==> config.mk <==
export PLATFORM = sky130hd
export DESIGN_NAME = srl_fifo
export DESIGN_NICKNAME = d
export VERILOG_FILES = /design/src/rtl/srl_fifo.sv
export SDC_FILE = /design/constraint.sdc
export NUM_CORES = 1
export LEC_CHECK = 0
export BUFFER_PORTS_ARGS = -buffer_cell sky130_fd_sc_hd__buf_4
export CAP_MARGIN = 25
export CORE_MARGIN = 5
export CORE_UTILIZATION = 55
export DETAILED_ROUTE_END_ITERATION = 10
export GPL_TIMING_DRIVEN = 0
export PLACE_DENSITY = 0.72
export SLEW_MARGIN = 15
export SYNTH_ARGS = -nofsm -noshare
export SYNTH_HDL_FRONTEND = slang
export SYNTH_SLANG_ARGS = --single-unit
==> constraint.sdc <==
create_clock -name CLK -period 8.4 [get_ports CLK]
set_clock_uncertainty 0.2 [all_clocks]
set_input_delay 1.68 -clock CLK [delete_from_list [all_inputs] [get_ports CLK]]
set_output_delay 1.68 -clock CLK [all_outputs]
set_load 0.005 [all_outputs]
==> src/rtl/srl_fifo.sv <==
// 33-word ready/valid FIFO: 32-deep per-bit shift-register storage plus an output register.
// Define SRL_FIFO_LEVEL_EN to generate LEVEL/ALMOST_FULL/ALMOST_EMPTY; otherwise they tie to 0.
module srl_fifo #(
  parameter int unsigned WIDTH      = 8,
  parameter int unsigned AFULL_THR  = 28,
  parameter int unsigned AEMPTY_THR = 4
) (
  input  logic             CLK,
  input  logic             RST,
  input  logic             S_VALID,
  output logic             S_READY,
  input  logic [WIDTH-1:0] S_DATA,
  output logic             M_VALID,
  input  logic             M_READY,
  output logic [WIDTH-1:0] M_DATA,
  output logic [5:0]       LEVEL,
  output logic             ALMOST_FULL,
  output logic             ALMOST_EMPTY
);

  localparam logic [5:0] SRL_DEPTH = 6'd32;

  logic [WIDTH-1:0] srl_mem [32];
  logic [5:0]       cnt_q, cnt_d;
  logic             ovld_q, ovld_d;
  logic             s_ready_q, s_ready_d;
  logic [WIDTH-1:0] m_data_q, m_data_d;
  logic             push, pop, load;
  logic [5:0]       cnt_m1;
  logic [4:0]       srl_addr;
  logic [WIDTH-1:0] srl_out;

  // Storage carries no reset so it maps onto SRL32E shift registers (CE = push).
  always_ff @(posedge CLK) begin
    if (push) begin
      srl_mem[0] <= S_DATA;
      for (int unsigned i = 1; i < 32; i++) begin
        srl_mem[i] <= srl_mem[i-1];
      end
    end
  end

  always_comb begin
    cnt_m1   = cnt_q - 6'd1;
    srl_addr = (cnt_q != '0) ? cnt_m1[4:0] : '0;
    srl_out  = srl_mem[srl_addr];
  end

  always_comb begin
    push = S_VALID & s_ready_q;
    pop  = ovld_q & M_READY;
    load = (cnt_q != '0) & (~ovld_q | pop);

    cnt_d = cnt_q;
    unique case ({push, load})
      2'b10:   cnt_d = cnt_q + 6'd1;
      2'b01:   cnt_d = cnt_q - 6'd1;
      default: cnt_d = cnt_q;
    endcase

    ovld_d   = ovld_q;
    m_data_d = m_data_q;
    if (load) begin
      ovld_d   = 1'b1;
      m_data_d = srl_out;
    end else if (pop) begin
      ovld_d   = 1'b0;
    end

    s_ready_d = (cnt_d != SRL_DEPTH);
  end

  always_ff @(posedge CLK) begin
    if (RST) begin
      cnt_q     <= '0;
      ovld_q    <= 1'b0;
      s_ready_q <= 1'b0;
      m_data_q  <= '0;
    end else begin
      cnt_q     <= cnt_d;
      ovld_q    <= ovld_d;
      s_ready_q <= s_ready_d;
      m_data_q  <= m_data_d;
    end
  end

  assign S_READY = s_ready_q;
  assign M_VALID = ovld_q;
  assign M_DATA  = m_data_q;

`ifdef SRL_FIFO_LEVEL_EN
  localparam logic [5:0] AFULL_L  = 6'(AFULL_THR);
  localparam logic [5:0] AEMPTY_L = 6'(AEMPTY_THR);

  logic [5:0] level_q, level_d;
  logic       afull_q, afull_d;
  logic       aempty_q, aempty_d;

  always_comb begin
    level_d  = cnt_d + {5'd0, ovld_d};
    afull_d  = (level_d >= AFULL_L);
    aempty_d = (level_d <= AEMPTY_L);
  end

  always_ff @(posedge CLK) begin
    if (RST) begin
      level_q  <= '0;
      afull_q  <= 1'b0;
      aempty_q <= 1'b1;
    end else begin
      level_q  <= level_d;
      afull_q  <= afull_d;
      aempty_q <= aempty_d;
    end
  end

  assign LEVEL        = level_q;
  assign ALMOST_FULL  = afull_q;
  assign ALMOST_EMPTY = aempty_q;
`else
  assign LEVEL        = '0;
  assign ALMOST_FULL  = 1'b0;
  assign ALMOST_EMPTY = 1'b0;
`endif

endmodule
==> implementation parameters <==
Parameter                              Value

Drt
  First-pass DRT Iterations ... 7
  Count of vias placed by the detailed router ... roughly 7,600
  Iteration-0 DRC Markers ... ~1,100
  Vias per cell ... between 6 and 7
  Total routed wirelength ... 28,820 um
  Count of unresolved DRC violations after routing ... 0
  Routed wirelength normalized by instance count ... between 20 and 25 um
  Post-route antenna net violation count ... 0

Min path
  Min-Delay Startpoint ... srl_mem[5][6]$_DFFE_PP_
  Number of cells on the worst hold path ... 0
  Type of the worst min-delay path ... reg2reg
  Hold Crit Endpoint ... srl_mem[6][6]$_DFFE_PP_

Clock tree
  Clock tree from TritonCTS ... done
  Maximum root-to-sink buffer count ... 3
  CTS H-tree depth ... 1
  CTS Root Cell ... clkbuf_16
  Post-CTS setup-driven buffer insertion count ... 0
  Number of buffers created by CTS ... 28
  Hold buffer count at cts ... 0
  PostCTS Resize Cnt ... 0
  Clock-pin slew of the registers on the worst-case setup and hold paths ... 60 ps
  Source-to-sink clock delay at the later pin of the worst-skew pair ... 530 ps
  Number of clock sinks ... about 270

Synthesis
  Ys flop type ... edfxtp_1
  Number of enable flip-flop cells after synthesis ... 256
  Warnings, synthesis ... 0
  Library cell with the largest summed area after synthesis ... edfxtp_1
  Number of distinct library cell variants in the gate-level netlist after synthesis ... 67
  Fraction of registers with async set or reset after synthesis ... 0%
  Number of instances in the synthesized netlist ... 816
  Area share of the largest cell type after synthesis ... 65.82%
  Number of storage elements in the synthesis netlist ... between 200 and 300
  Most area-consuming cells after synthesis ... edfxtp_1 66%, mux2i_1 2.8%, dfxtp_1 2.7%, a221oi_1 2.1%, a21oi_1 2.1%
  Average size of a mapped cell ... about 14 um^2
  Share of synthesized area occupied by flip-flops and latches ... between 60% and 70%
  Synthesized area ... approximately 12,000 um^2

Pwr
  Reported leakage power ... between 4 and 5 nW
  Sequential power share ... between 30% and 40%
  Internal power ... about 0.0034 W
  Switching fraction of total power ... 40.31%
  Worst VDD drop ... 266.2 uV
  Overall power consumption ... 0.005707 W
  Gate power share ... around 44%
  Power density over the cells ... 429.6 nW/um^2
  Switching pwr ... between 0.002 and 0.0025 W
  Clock power share ... between 20% and 30%

Global route
  Overall global routing resource usage ... 23.62%
  Largest net degree at the start of global routing ... 38
  Final global-route overflow total ... 0
  Via count of the first global-routing pass ... 7,248
  Number of antenna violations at the first check in global routing ... 0
  First-pass GRT wire length ... ~44,000 um

Setup path
  Worst R2R End ... S_READY$_SDFF_PP0_
  Worst-path maximum fanout ... 11
  Most common cell on crit path ... clkbuf_1
  Cell family with most CP delay ... buffers and inverters
  Critical Path Max Stage Delay ... about 630 ps
  Critical path capture point type ... register
  Critical R2R Launch ... cnt_q[0]$_SDFF_PP0_
  Data arrival time of the worst path ... just under 6000 ps
  FF-to-FF path depth ... 16
  CP startpoint kind ... register
  List of cells traversed by the critical path ... clkbuf_1 > inv_1 > clkbuf_1 > buf_2 > buf_1 > ha_1 > nor2b_1 > nand2_1 > nand2_1 > clkinv_1 > ha_1 > clkbuf_1 > o21ai_0 > o31a_1 > o2111a_1 > a31oi_1
  CP Data Required Time ... ~8600 ps
  Class of the most critical setup path ... reg2reg
  Flop-to-flop setup slack ... around 2800 ps
  Critical path's slowest cell ... buf_1
  Buffering stage count on the worst path with inverters included ... 7

Floorplan
  Row count ... 53
  Die outline height ... approximately 160 um
  # IOs ... 30
  Area of the placeable core ... between 20,000 and 25,000 um^2
  Die X-Extent ... around 160 um
  Total die area ... roughly 24,000 um^2
  Initial standard-cell utilization of the core ... a little under three fifths

Job
  Max cap viols ... 0

STA
  Post-layout min period ... 5613 ps
  Post-route clock period utilization ... approximately two thirds
  Highest clock rate ... roughly 180 MHz
  Slew HR ... a little over a third
  Unrepaired setup endpoints after global routing ... false
  Number of endpoints failing setup at the final stage ... 0
  Post-route worst setup slack ... between 2000 and 3000 ps
  Slew at the pin closest to its max-slew limit ... about 980 ps
  Final Max Tran Viols ... 0
  Final hold violation count ... 0

Placement
  Setup Slack @ Placement ... between 2000 and 3000 ps
  Port bufs ... 20
  Dpl cells ... roughly 1,100
  GPL Wtd Cong ... 0.9181
  DP Wirelength ... approximately 20,000 um

Run status
  Run status ... complete, no violations

Layout
  Diode insertion count for antenna repair ... 0
  Count of filler cells inserted in the layout ... 1,625
  Final cell count without fillers ... approximately 1,200
  Net count reported at finish ... roughly 900
  Most frequent cells in the layout ... 256 x edfxtp_1, 59 x nor2_1, 48 x a21oi_1
  Most common cell after layout, fill and taps aside ... edfxtp_1
  Area delta synth->final ... 13.75%
  Share of post-route cells with drive strength above 1 ... 15.28%
==> layer usage <==
layer	part of all wire [%]	vias to the layer above	track usage (%)
met5	0	-	0
met4	3.0	0	6.628
met3	9.7	56	5.714
met2	45	394	35.90
met1	42	3737	34.52
li1	-	3410	-
==> per-stage QoR <==
step / hold WS (ps) / TNS [ps] / util, % / area, um^2
2_1_floorplan: 218.0 / 0 / - / 11710
3_3_place_gp: 219.3 / -2288 / 58.23 / 12200
3_5_place_dp: 229.0 / 0 / 59.07 / 12380
4_1_cts: 243.0 / 0 / 63.34 / 13270
5_1_grt: 249.4 / 0 / 63.39 / 13280
6_report: 241.6 / 0 / 63.39 / 13280
==> cell usage after synthesis, drive strengths merged, types with 11 or more instances <==
cell type    n
edfxtp     256
buf         37
mux2        16
o21ai       37
nor3        22
nand3       13
nor2        59
o22ai       27
nand2       20
mux2i       33
a221oi      28
a21oi       48
clkbuf      26
o31ai       16
dfxtp       16
and3        11
==> sequential cells by signal (all words and copies together), names as in the netlist <==
name,count
M_DATA,8
M_VALID,1
S_READY,1
cnt_q,6
srl_mem,256
==> final cells by class <==
class / count / area (um^2) / share of cell area, %
Tap cell: 275 / 344.1 / 2.590
Clock inverter: 18 / 155.1 / 1.168
Timing Repair Buffer: 29 / 330.3 / 2.487
Clock buffer: 33 / 740.7 / 5.576
Multi-Input combinational cell: 477 / 3343 / 25.17
Buffer: 63 / 317.8 / 2.392
Sequential cell: 272 / 8008 / 60.28
Inverter: 11 / 45.04 / 0.3391
==> worst max-delay path by stage <==
stage | from | endpoint | slack (ps) | cells after the start
after floorplan | S_VALID | S_READY$_SDFF_PP0_ | 1170 | 9
after global placement | S_VALID | S_READY$_SDFF_PP0_ | -650 | 10
after detailed placement | cnt_q[0]$_SDFF_PP0_ | S_READY$_SDFF_PP0_ | 2970 | 16
after CTS | cnt_q[0]$_SDFF_PP0_ | S_READY$_SDFF_PP0_ | 2970 | 16
after global routing | cnt_q[0]$_SDFF_PP0_ | S_READY$_SDFF_PP0_ | 2590 | 16
final | cnt_q[0]$_SDFF_PP0_ | S_READY$_SDFF_PP0_ | 2790 | 16
==> power by group through the flow <==
stage	combinational (W)	sequential [W]	clock [W]
6_report	0.00252	0.00197	0.00121
5_1_grt	0.00269	0.00200	0.00129
4_1_cts	0.00246	0.00197	0.00123
3_5_place_dp	0.00244	0.00199	0
3_3_place_gp	0.00240	0.00202	0
2_1_floorplan	0.00165	0.00195	0
==> cell families after synthesis <==
kind of cell	share of synthesized area (%)
DFF	68.57
other	0.03211
AOI/OAI and AO/OA	14.59
buffers and inverters	3.075
and+or+nand+nor	7.285
muxes	5.914
adders and majority gates	0.5357
(Power assumes the default switching activity.)
